--- src/rtl/imager_frame_arb_pkg.sv ---
// Shared stream token codes, arbitration modes and FSM state type for the
// imager frame arbiter and anything that drives or observes it.
package imager_frame_arb_pkg;

  localparam int DTYPE_WIDTH = 4;

  localparam logic [DTYPE_WIDTH-1:0] DTYPE_FRAME_START = 4'h1;
  localparam logic [DTYPE_WIDTH-1:0] DTYPE_FRAME_END   = 4'h2;
  localparam logic [DTYPE_WIDTH-1:0] DTYPE_HEADER_END  = 4'h5;

  localparam logic [1:0] ARB_MODE_FIXED      = 2'd0;
  localparam logic [1:0] ARB_MODE_RR         = 2'd1;
  localparam logic [1:0] ARB_MODE_FIRST_COME = 2'd2;

  typedef enum logic [0:0] {
    ST_IDLE = 1'b0,
    ST_PASS = 1'b1
  } arb_state_e;

  // Token that closes a frame, depending on whether frames carry a header.
  function automatic logic [DTYPE_WIDTH-1:0] end_token(input logic hdr);
    return hdr ? DTYPE_HEADER_END : DTYPE_FRAME_END;
  endfunction

endpackage

--- src/rtl/imager_frame_arb_rr_pick.sv ---
// Combinational cyclic priority pick: first set request at or after ptr_i,
// returned as one-hot, index and valid flag.
module imager_rr_pick #(
  parameter int NUM_SRC   = 2,
  parameter int SEL_WIDTH = 2
) (
  input  logic [NUM_SRC-1:0]   req_i,
  input  logic [SEL_WIDTH-1:0] ptr_i,
  output logic [NUM_SRC-1:0]   gnt_oh_o,
  output logic [SEL_WIDTH-1:0] gnt_idx_o,
  output logic                 gnt_vld_o
);

  int pos;

  // Walk offsets from farthest to nearest so the nearest request wins.
  always_comb begin
    gnt_oh_o  = '0;
    gnt_idx_o = '0;
    gnt_vld_o = 1'b0;
    pos       = 0;
    for (int k = NUM_SRC - 1; k >= 0; k--) begin
      pos = int'(ptr_i) + k;
      if (pos >= NUM_SRC) pos = pos - NUM_SRC;
      for (int i = 0; i < NUM_SRC; i++) begin
        if (i == pos && req_i[i]) begin
          gnt_oh_o    = '0;
          gnt_oh_o[i] = 1'b1;
          gnt_idx_o   = SEL_WIDTH'(i);
          gnt_vld_o   = 1'b1;
        end
      end
    end
  end

endmodule

--- src/rtl/imager_frame_arb.sv ---
// Frame-granular arbiter: grants one imager stream per frame, drops others whole.
// Define IMAGER_FRAME_ARB_TAG_EN to tag forwarded FRAME_START data with source and frame count.
module imager_frame_arb
  import imager_frame_arb_pkg::*;
#(
  parameter int NUM_SRC    = 2,
  parameter int DATA_WIDTH = 16,
  parameter int SEL_WIDTH  = 2
) (
  input  logic                           clki,
  input  logic                           reset_clki,
  input  logic                           enable,
  input  logic [1:0]                     mode,
  input  logic [SEL_WIDTH-1:0]           fixed_sel,
  input  logic [NUM_SRC-1:0]             src_mask,
  input  logic                           header_present,
  input  logic [NUM_SRC-1:0]             src_dv,
  input  logic [NUM_SRC*DTYPE_WIDTH-1:0] src_dtype,
  input  logic [NUM_SRC*DATA_WIDTH-1:0]  src_data,
  output logic                           dvo,
  output logic [DTYPE_WIDTH-1:0]         dtypeo,
  output logic [DATA_WIDTH-1:0]          datao,
  output logic [SEL_WIDTH-1:0]           grant_sel,
  output logic                           busy,
  output logic [15:0]                    frames_passed,
  output logic [15:0]                    frames_dropped,
  output logic [7:0]                     abort_count
);

  arb_state_e state_q, state_d;

  logic [NUM_SRC-1:0]     start_v, fixed_oh, grant_oh, pick_req, pick_oh, keep_oh;
  logic [SEL_WIDTH-1:0]   pick_idx, grant_q, grant_d, rr_ptr_q;
  logic                   pick_vld, take, hdr_q, hdr_d, g_dv, fwd, frame_done, abort_inc;
  logic [DTYPE_WIDTH-1:0] g_dtype, fwd_dtype, dtypeo_q;
  logic [DATA_WIDTH-1:0]  fwd_data, datao_q;
  logic [15:0]            drop_cnt, frames_passed_q, frames_dropped_q;
  logic [7:0]             abort_q;
  logic                   dvo_q;

  genvar gi;
  generate
    for (gi = 0; gi < NUM_SRC; gi++) begin : g_src
      assign start_v[gi]  = src_dv[gi] &&
                            (src_dtype[gi*DTYPE_WIDTH +: DTYPE_WIDTH] == DTYPE_FRAME_START);
      assign fixed_oh[gi] = (fixed_sel == SEL_WIDTH'(gi));
      assign grant_oh[gi] = (grant_q == SEL_WIDTH'(gi));
    end
  endgenerate

  // In RR the picker chooses the single candidate; elsewhere it arbitrates among starters.
  always_comb begin
    pick_req = fixed_oh & src_mask & start_v;
    case (mode)
      ARB_MODE_RR:         pick_req = src_mask;
      ARB_MODE_FIRST_COME: pick_req = src_mask & start_v;
      default:             ;
    endcase
  end

  imager_rr_pick #(.NUM_SRC(NUM_SRC), .SEL_WIDTH(SEL_WIDTH)) u_pick (
    .req_i     (pick_req),
    .ptr_i     (rr_ptr_q),
    .gnt_oh_o  (pick_oh),
    .gnt_idx_o (pick_idx),
    .gnt_vld_o (pick_vld)
  );

  assign take = enable && pick_vld && ((pick_oh & start_v) != '0);

  always_comb begin
    g_dv    = 1'b0;
    g_dtype = '0;
    for (int i = 0; i < NUM_SRC; i++) begin
      if (grant_oh[i]) begin
        g_dv    = src_dv[i];
        g_dtype = src_dtype[i*DTYPE_WIDTH +: DTYPE_WIDTH];
      end
    end
  end

  always_ff @(posedge clki) begin
    if (reset_clki) state_q <= ST_IDLE;
    else            state_q <= state_d;
  end

  always_comb begin
    state_d = state_q;
    case (state_q)
      ST_IDLE: if (take) state_d = ST_PASS;
      ST_PASS: if (frame_done) state_d = ST_IDLE;
      default: state_d = ST_IDLE;
    endcase
  end

  always_comb begin
    keep_oh    = take ? pick_oh : '0;
    fwd        = take;
    grant_d    = grant_q;
    hdr_d      = hdr_q;
    frame_done = 1'b0;
    abort_inc  = 1'b0;
    if (state_q == ST_PASS) begin
      keep_oh    = grant_oh;
      fwd        = g_dv;
      frame_done = g_dv && (g_dtype == end_token(hdr_q));
      abort_inc  = g_dv && (g_dtype == DTYPE_FRAME_START);
    end else if (take) begin
      grant_d = pick_idx;
      hdr_d   = header_present;
    end
  end

  always_comb begin
    fwd_dtype = '0;
    fwd_data  = '0;
    for (int i = 0; i < NUM_SRC; i++) begin
      if (keep_oh[i]) begin
        fwd_dtype = src_dtype[i*DTYPE_WIDTH +: DTYPE_WIDTH];
        fwd_data  = src_data[i*DATA_WIDTH +: DATA_WIDTH];
      end
    end
`ifdef IMAGER_FRAME_ARB_TAG_EN
    if (fwd_dtype == DTYPE_FRAME_START)
      fwd_data = {grant_d, frames_passed_q[DATA_WIDTH-SEL_WIDTH-1:0]};
`endif
  end

  // Every FRAME_START on an eligible source that is not being forwarded is a dropped frame.
  always_comb begin
    drop_cnt = '0;
    for (int i = 0; i < NUM_SRC; i++)
      drop_cnt = drop_cnt + 16'(start_v[i] & src_mask[i] & ~keep_oh[i]);
  end

  always_ff @(posedge clki) begin
    if (reset_clki) begin
      dvo_q            <= 1'b0;
      dtypeo_q         <= '0;
      datao_q          <= '0;
      grant_q          <= '0;
      hdr_q            <= 1'b0;
      rr_ptr_q         <= '0;
      frames_passed_q  <= '0;
      frames_dropped_q <= '0;
      abort_q          <= '0;
    end else begin
      dvo_q            <= fwd;
      dtypeo_q         <= fwd ? fwd_dtype : '0;
      datao_q          <= fwd ? fwd_data : '0;
      grant_q          <= grant_d;
      hdr_q            <= hdr_d;
      frames_dropped_q <= frames_dropped_q + drop_cnt;
      if (frame_done) begin
        frames_passed_q <= frames_passed_q + 16'd1;
        rr_ptr_q        <= (grant_q == SEL_WIDTH'(NUM_SRC - 1)) ? '0 : grant_q + SEL_WIDTH'(1);
      end
      if (abort_inc && abort_q != 8'hFF) abort_q <= abort_q + 8'd1;
    end
  end

  assign dvo            = dvo_q;
  assign dtypeo         = dtypeo_q;
  assign datao          = datao_q;
  assign grant_sel      = grant_q;
  assign busy           = (state_q == ST_PASS);
  assign frames_passed  = frames_passed_q;
  assign frames_dropped = frames_dropped_q;
  assign abort_count    = abort_q;

endmodule
--- config.mk ---
export PLATFORM = sky130hd
export DESIGN_NAME = imager_frame_arb
export DESIGN_NICKNAME = d
export VERILOG_FILES = /design/src/rtl/imager_frame_arb_pkg.sv /design/src/rtl/imager_frame_arb_rr_pick.sv /design/src/rtl/imager_frame_arb.sv
export SDC_FILE = /design/constraint.sdc
export NUM_CORES = 1
export LEC_CHECK = 0
export CAP_MARGIN = 5
export CORE_ASPECT_RATIO = 1.5
export CORE_MARGIN = 2
export CORE_UTILIZATION = 24
export CTS_BUF_LIST = sky130_fd_sc_hd__clkbuf_4 sky130_fd_sc_hd__clkbuf_8
export DETAILED_ROUTE_END_ITERATION = 10
export GPL_ROUTABILITY_DRIVEN = 0
export MAX_ROUTING_LAYER = met4
export PLACE_DENSITY_LB_ADDON = 0.12
export REMOVE_ABC_BUFFERS = 1
export SETUP_SLACK_MARGIN = 0.02
export SLEW_MARGIN = 10
export SYNTH_ARGS = -nofsm -noshare
export SYNTH_HDL_FRONTEND = slang
export SYNTH_SLANG_ARGS = --single-unit
--- constraint.sdc ---
create_clock -name clki -period 4 [get_ports clki]
set_input_delay 0.4 -clock clki [delete_from_list [all_inputs] [get_ports clki]]
set_output_delay 0.4 -clock clki [all_outputs]
set_load 0.01 [all_outputs]
==> results of run 1 <==
## path summary, 6_finish.rpt
path	start	to
worst max-delay path	src_dtype[5]	frames_dropped[15]$_SDFF_PP0_
worst min-delay path	frames_passed[15]$_SDFFE_PP0P_	frames_passed[15]$_SDFFE_PP0P_
worst max register to register	grant_sel[0]$_SDFFE_PP0P_	frames_passed[14]$_SDFFE_PP0P_
worst min register to register	frames_passed[15]$_SDFFE_PP0P_	frames_passed[15]$_SDFFE_PP0P_
## cell usage after synthesis, types with 2 or more instances
| cell | count | area, um2 |
|---|---|---|
| and3_1 | 3 | 18.77 |
| o21a_1 | 4 | 30.03 |
| a211o_1 | 2 | 17.52 |
| nor3_1 | 5 | 25.02 |
| o31ai_1 | 9 | 67.56 |
| a211oi_1 | 2 | 15.01 |
| buf_2 | 2 | 10.01 |
| buf_6 | 2 | 22.52 |
| o21ai_0 | 6 | 30.03 |
| buf_1 | 2 | 7.510 |
| nor3b_1 | 2 | 15.01 |
| nand3b_1 | 3 | 22.52 |
| xor2_1 | 8 | 70.07 |
| clkbuf_1 | 10 | 37.54 |
| ha_1 | 4 | 50.05 |
| a21bo_2 | 3 | 30.03 |
| nand4_1 | 9 | 56.30 |
| nand3_1 | 17 | 85.08 |
| nor2b_1 | 5 | 31.28 |
| and4_1 | 3 | 26.28 |
| a21oi_1 | 17 | 85.08 |
| or3_1 | 5 | 31.28 |
| and3b_1 | 2 | 17.52 |
| nor2_1 | 49 | 183.9 |
| mux2i_1 | 6 | 60.06 |
| xnor2_1 | 10 | 87.58 |
| dfxtp_1 | 65 | 1301 |
| inv_1 | 13 | 48.80 |
| nand2_1 | 12 | 45.04 |
| mux2_2 | 21 | 236.5 |
| or4_1 | 9 | 67.56 |
| a222oi_1 | 16 | 160.2 |
| nand2b_1 | 2 | 12.51 |
## sequential cells by signal, indices dropped and copies added (netlist names)
register,cells
frames_dropped,16
hdr_q,1
dtypeo,4
rr_ptr_q,1
frames_passed,16
abort_count,8
dvo,1
busy,1
grant_sel,1
datao,16
## per-layer routing
metal	global-route usage (%)	up-vias	wire, um
met3	3.215	12	634
li1	-	1560	-
met2	23.95	117	5011
met4	6.096	0	227
met5	-	-	0
met1	16.01	1523	4332
## metrics by stage
stage	utilization [%]	instance area [um2]	hold slack, ns
finish	35.74	4813	0.4926
global route	35.74	4813	0.5276
CTS	35.74	4813	0.4941
detailed placement	34.33	4623	0.4846
global placement	34.33	4623	0.4659
floorplan	-	3221	0.4667
## area by class of cell
cell class / count / area [um2]
fill: 1410 / 8655
multi-input combinational: 260 / 1877
sequential: 65 / 1301
timing repair buffer: 121 / 1194
tap: 162 / 202.7
clock buffer: 10 / 131.4
clock inverter: 6 / 58.81
inverter: 13 / 48.80
## kinds of logic (layout without fill, tap and decap cells)
group | count (synthesis) | in the layout | share of synthesized area [%]
flops | 65 | 65 | 39.36
simple gates | 135 | 135 | 22.07
fa+ha+maj | 5 | 5 | 2.120
other cells | 1 | 1 | 0.1134
mux | 29 | 29 | 9.993
xor+xnor | 18 | 18 | 4.769
buf+inv | 30 | 150 | 4.050
compound gates | 72 | 72 | 17.52
## report_power, final
part	total (W)	switching (W)	internal [W]	leakage, nW
registers	0.000649	0.00000117	0.000648	0.523
logic	0.000125	0.0000544	0.0000705	0.975
clock network	0.000562	0.000270	0.000292	0.103
total	0.00134	0.000326	0.00101	1.60
## worst max-delay path: stages
cell,delay [ns]
clkdlybuf4s50_1,0.47
nor4bb_1,0.31
buf_4,0.19
a21bo_2,0.15
a311oi_2,0.11
a211o_1,0.27
fa_1,0.41
nand3b_1,0.25
or2_2,0.35
nor3_1,0.23
xnor2_1,0.15
nor2_1,0.05
==> run summary, run 1 <==
Worst EP required: 4.22 ns
Distinct cells, synth: 60
P_leak: 1.601 nW
Clock sinks: 65
CTS Buf Count: 9
Worst r2r path cells: 5
Clk buf depth: 2
F_max: 321.4 MHz
ANT cells: 0
Type of the worst setup path: input pin to flip-flop
GRT Residual Overflow: 0
Crit path DAT: 3.33 ns
Clock Latency Late Sink: 0.35 ns
PD cells: 277.5 nW/um2
Min-delay worst type: flip-flop to flip-flop
CTS-repair resized insts: 0
Outcome: completed
Peak VDD IR: 0.1740 mV
# Max-Cap Violations: 0
Non-Filler Instances: 637
Total power: 0.001336 W
Crit path max fanout: 5
Average wire per standard cell: 16.02 um
Core footprint: 13,470 um2
Vias in the first global route: 3,143
Initial antenna violation count: 0
Pin count of the biggest net entering global routing: 45
CP Launch Type: input pin
Drt pass-1 iters: 6
Hold depth: 2
Synthesis-stage register bit count: 65
CP Capture Type: flip-flop
Async set-or-reset flop fraction in the synthesized netlist: 0%
Die X: 99.83 um
H-tree depth: 3
Period utilization: 77.79%
Initial Utilization: 24.54%
Most frequent cells in the layout: clkdlybuf4s50_1, dfxtp_1, nor2_1
Io pins: 116
IO Port Bufs: 114
EDFF count, synth: 0
Via/cell ratio: 5.042
YS warnings: 0
Seq/Total Area, Yosys: 39.36%
Synth-to-Final Area Change: 45.61%
Layout net count: 527
RSZ-0062 raised after global routing: false
Max transition margin: 35.09%
CTS root buf: clkbuf_8
Post-Synthesis Cells: 355
Die Y: 147.7 um
Mapped Avg Cell Area: 9.312 um2
Final wirelength: 10.21 mm
# Post-CTS Setup Buffers: 0
Final hold violation count: 0
Total GRT Usage: 14.20%
Hpwl dp: 7.457 mm
Max Slew Vio Count: 0
Via count: 3,212
Commonest non-fill, non-tap cell in the layout: clkdlybuf4s50_1
Core Rows: 52
DP Worst Slack: 0.5363 ns
Fin Setup TNS: 0 ns
Final antenna-violating net count: 0
Global-route wire length before repair: 15.95 mm
Share of cells above drive strength 1: 12.21%
Clock Skew: 0.01065 ns
Top_reg_cell synth: dfxtp_1
Flop-to-flop setup slack: 1.16 ns
Setup violations, final: 0
Slew @ Worst Pin: 0.9706 ns
Fin crit period: 3.111 ns
Placed Instances: 621
# DRC: 0
Full die area: 14,750 um2
Netlist Area Pre-Place: 3306 um2
Hold-fix buffer count after cts: 0
Worst-path clk slew: 0.08 ns
CTS tree: built
Fin worst setup slack: 0.8885 ns
First DRT Iteration DRCs: 105
No activity file was read; power rests on OpenSTA's default activity.
==> run 2, diff against run 1 <==
==> constraint.sdc (replaced) <==
create_clock -name clki -period 2.7 [get_ports clki]
set_input_delay 0.27 -clock clki [delete_from_list [all_inputs] [get_ports clki]]
set_output_delay 0.27 -clock clki [all_outputs]
set_load 0.01 [all_outputs]
==> run summary, run 2 (synthesis results as in run 1) <==
Seq pwr share: 45.5% (-3.1 points)
Initial antenna violation count: 0 (unchanged)
Vias in the first global route: 3,296 (+4.9%)
PD cells: 416.6 nW/um2 (+50%)
Max Slew Vio Count: 0 (unchanged)
Total power: 0.002117 W (+58%)
CP Capture Type: flip-flop
Via/cell ratio: 4.971 (-1.4%)
Origin of the critical flop-to-flop path: grant_sel[0]$_SDFFE_PP0P_
Die Y: 147.7 um (unchanged)
Pin count of the biggest net entering global routing: 46 (+2.2%)
IO Port Bufs: 114 (unchanged)
Clock sinks: 65 (unchanged)
Via count: 3,256 (+1.4%)
CP cell instances: clkdlybuf4s50_1 > and4bb_2 > a21bo_2 > a2111oi_4 > a211o_1 > fa_2 > nand3b_1 > or2_4 > or3_1 > a21oi_1
Drt pass-1 iters: 5 (-1)
CP Launch Point: src_dtype[1]
Layout net count: 545 (+3.4%)
ANT cells: 0 (unchanged)
Clk buf depth: 2 (unchanged)
# DRC: 0 (unchanged)
CTS root buf: clkbuf_8
Average wire per standard cell: 15.87 um (-0.97%)
Crit path max fanout: 4 (-1)
CTS tree: built
Share of cells above drive strength 1: 17.24% (+5.0 points)
Clock Latency Late Sink: 0.34 ns (about the same)
Slew @ Worst Pin: 0.5808 ns (-0.3898 ns)
Sw Pwr: 0.0004828 W (+48%)
Switching share of power: 22.81% (-1.6 points)
Internal Power: 0.001634 W (+62%)
DP Worst Slack: -0.5229 ns (-1.059 ns)
Crit path DAT: 2.88 ns (-0.45 ns)
Clock Skew: 0.01192 ns (+0.001275 ns)
Io pins: 116 (unchanged)
Final wirelength: 10.39 mm (+1.8%)
Flop-to-flop setup slack: 0.24 ns (-0.92 ns)
Setup violations, final: 0 (unchanged)
Global-route wire length before repair: 16.30 mm (+2.3%)
Worst EP required: 2.98 ns (-1.24 ns)
Critical path's slowest cell: clkdlybuf4s50_1
Final antenna-violating net count: 0 (unchanged)
Fin crit period: 2.599 ns
H-tree depth: 3 (unchanged)
Reg2reg end: frames_passed[8]$_SDFFE_PP0P_
GRT Residual Overflow: 0 (unchanged)
Synth-to-Final Area Change: 53.71%
CTS Buf Count: 9 (unchanged)
# Max-Cap Violations: 0 (unchanged)
Hold_ws: 0.4575 ns (-0.03513 ns)
Commonest non-fill, non-tap cell in the layout: clkdlybuf4s50_1
Worst r2r path cells: 7 (+2)
Crit path to: frames_dropped[13]$_SDFF_PP0_
Period utilization: 96.27%
Type of the worst setup path: input pin to flip-flop
Final core utilization: 37.73% (+2.0 points)
Max transition margin: 60.87% (+26 points)
Min-delay worst type: input pin to flip-flop
Core Rows: 52 (unchanged)
Worst stage delay on the critical path: 0.44 ns (-0.03 ns)
Clock share of power: 44.9% (+2.9 points)
F_max: 384.7 MHz
Final hold violation count: 0 (unchanged)
Non-Filler Instances: 655 (+2.8%)
Core footprint: 13,470 um2 (unchanged)
Total GRT Usage: 14.43% (+0.23 points)
Die X: 99.83 um (unchanged)
Fin worst setup slack: 0.1007 ns (-0.7878 ns)
First DRT Iteration DRCs: 107 (+1.9%)
CP Launch Type: input pin
Hpwl dp: 7.553 mm (+1.3%)
RSZ-0062 raised after global routing: false
Combinational power share: 9.6% (+0.3 points)
Worst-path clk slew: 0.07 ns (about the same)
P_leak: 1.738 nW (+8.5%)
Outcome: completed
Peak VDD IR: 0.1878 mV (+7.9%)
Most frequent cells in the layout: clkdlybuf4s50_1, dfxtp_1, nor2_1
Initial Utilization: 24.54% (unchanged)
Placed Instances: 638 (+2.7%)
Full die area: 14,750 um2 (unchanged)
run 2: timing repair:
item	4_1_cts	5_1_grt
pin swaps	3	5
setup buffers	0	1
endpoints found under the setup margin	8	9
resized for setup	11	7
hold buffers	0	0
endpoints found under the hold margin	0	0
run 2: metrics by stage:
stage          area (um2)  TNS, ns
2_1_floorplan        3221   -3.949
3_3_place_gp         4788   -4.055
3_5_place_dp         4788   -4.740
4_1_cts              5047        0
5_1_grt              5081        0
6_report             5081        0
run 2: final cells by class:
class,instances,area (um2)
Tap cell,162,202.7
Timing Repair Buffer,139,1368
Clock buffer,11,145.1
Inverter,13,48.80
Sequential cell,65,1301
Fill cell,1390,8387
Multi-Input combinational cell,260,1937
Clock inverter,5,78.83
run 2: routing by layer:
metal | track usage, % | vias to the layer above | wire, um
li1 | - | 1585 | -
met1 | 15.60 | 1549 | 4249
met2 | 25.07 | 105 | 5316
met3 | 3.073 | 17 | 536
met4 | 6.575 | 0 | 291
met5 | - | - | 0
run 2: power by group through the flow:
stage	Combinational [W]	Sequential, W	Clock [W]
final	0.000204	0.000962	0.000951
after global routing	0.000220	0.000962	0.00103
after CTS	0.000203	0.000962	0.000998
after detailed placement	0.000201	0.000985	0
after global placement	0.000199	0.000985	0
after floorplan	0.0000603	0.000988	0
run 2: critical path, delay by kind of cell:
kind / cells / cell delay, ns
compound gates: 4 / 0.63
buf+inv: 1 / 0.44
fa+ha+maj: 1 / 0.37
simple gates: 4 / 1.15
run 2: how the worst min path moves through the flow:
stage / startpoint / endpoint / cells past startpoint
2_1_floorplan: reset_clki / frames_dropped[0]$_SDFF_PP0_ / 1
3_3_place_gp: frames_passed[15]$_SDFFE_PP0P_ / frames_passed[15]$_SDFFE_PP0P_ / 2
3_5_place_dp: frames_passed[15]$_SDFFE_PP0P_ / frames_passed[15]$_SDFFE_PP0P_ / 2
4_1_cts: src_dtype[7] / dtypeo[3]$_SDFF_PP0_ / 4
5_1_grt: src_dtype[7] / dtypeo[3]$_SDFF_PP0_ / 4
6_report: src_dtype[7] / dtypeo[3]$_SDFF_PP0_ / 4
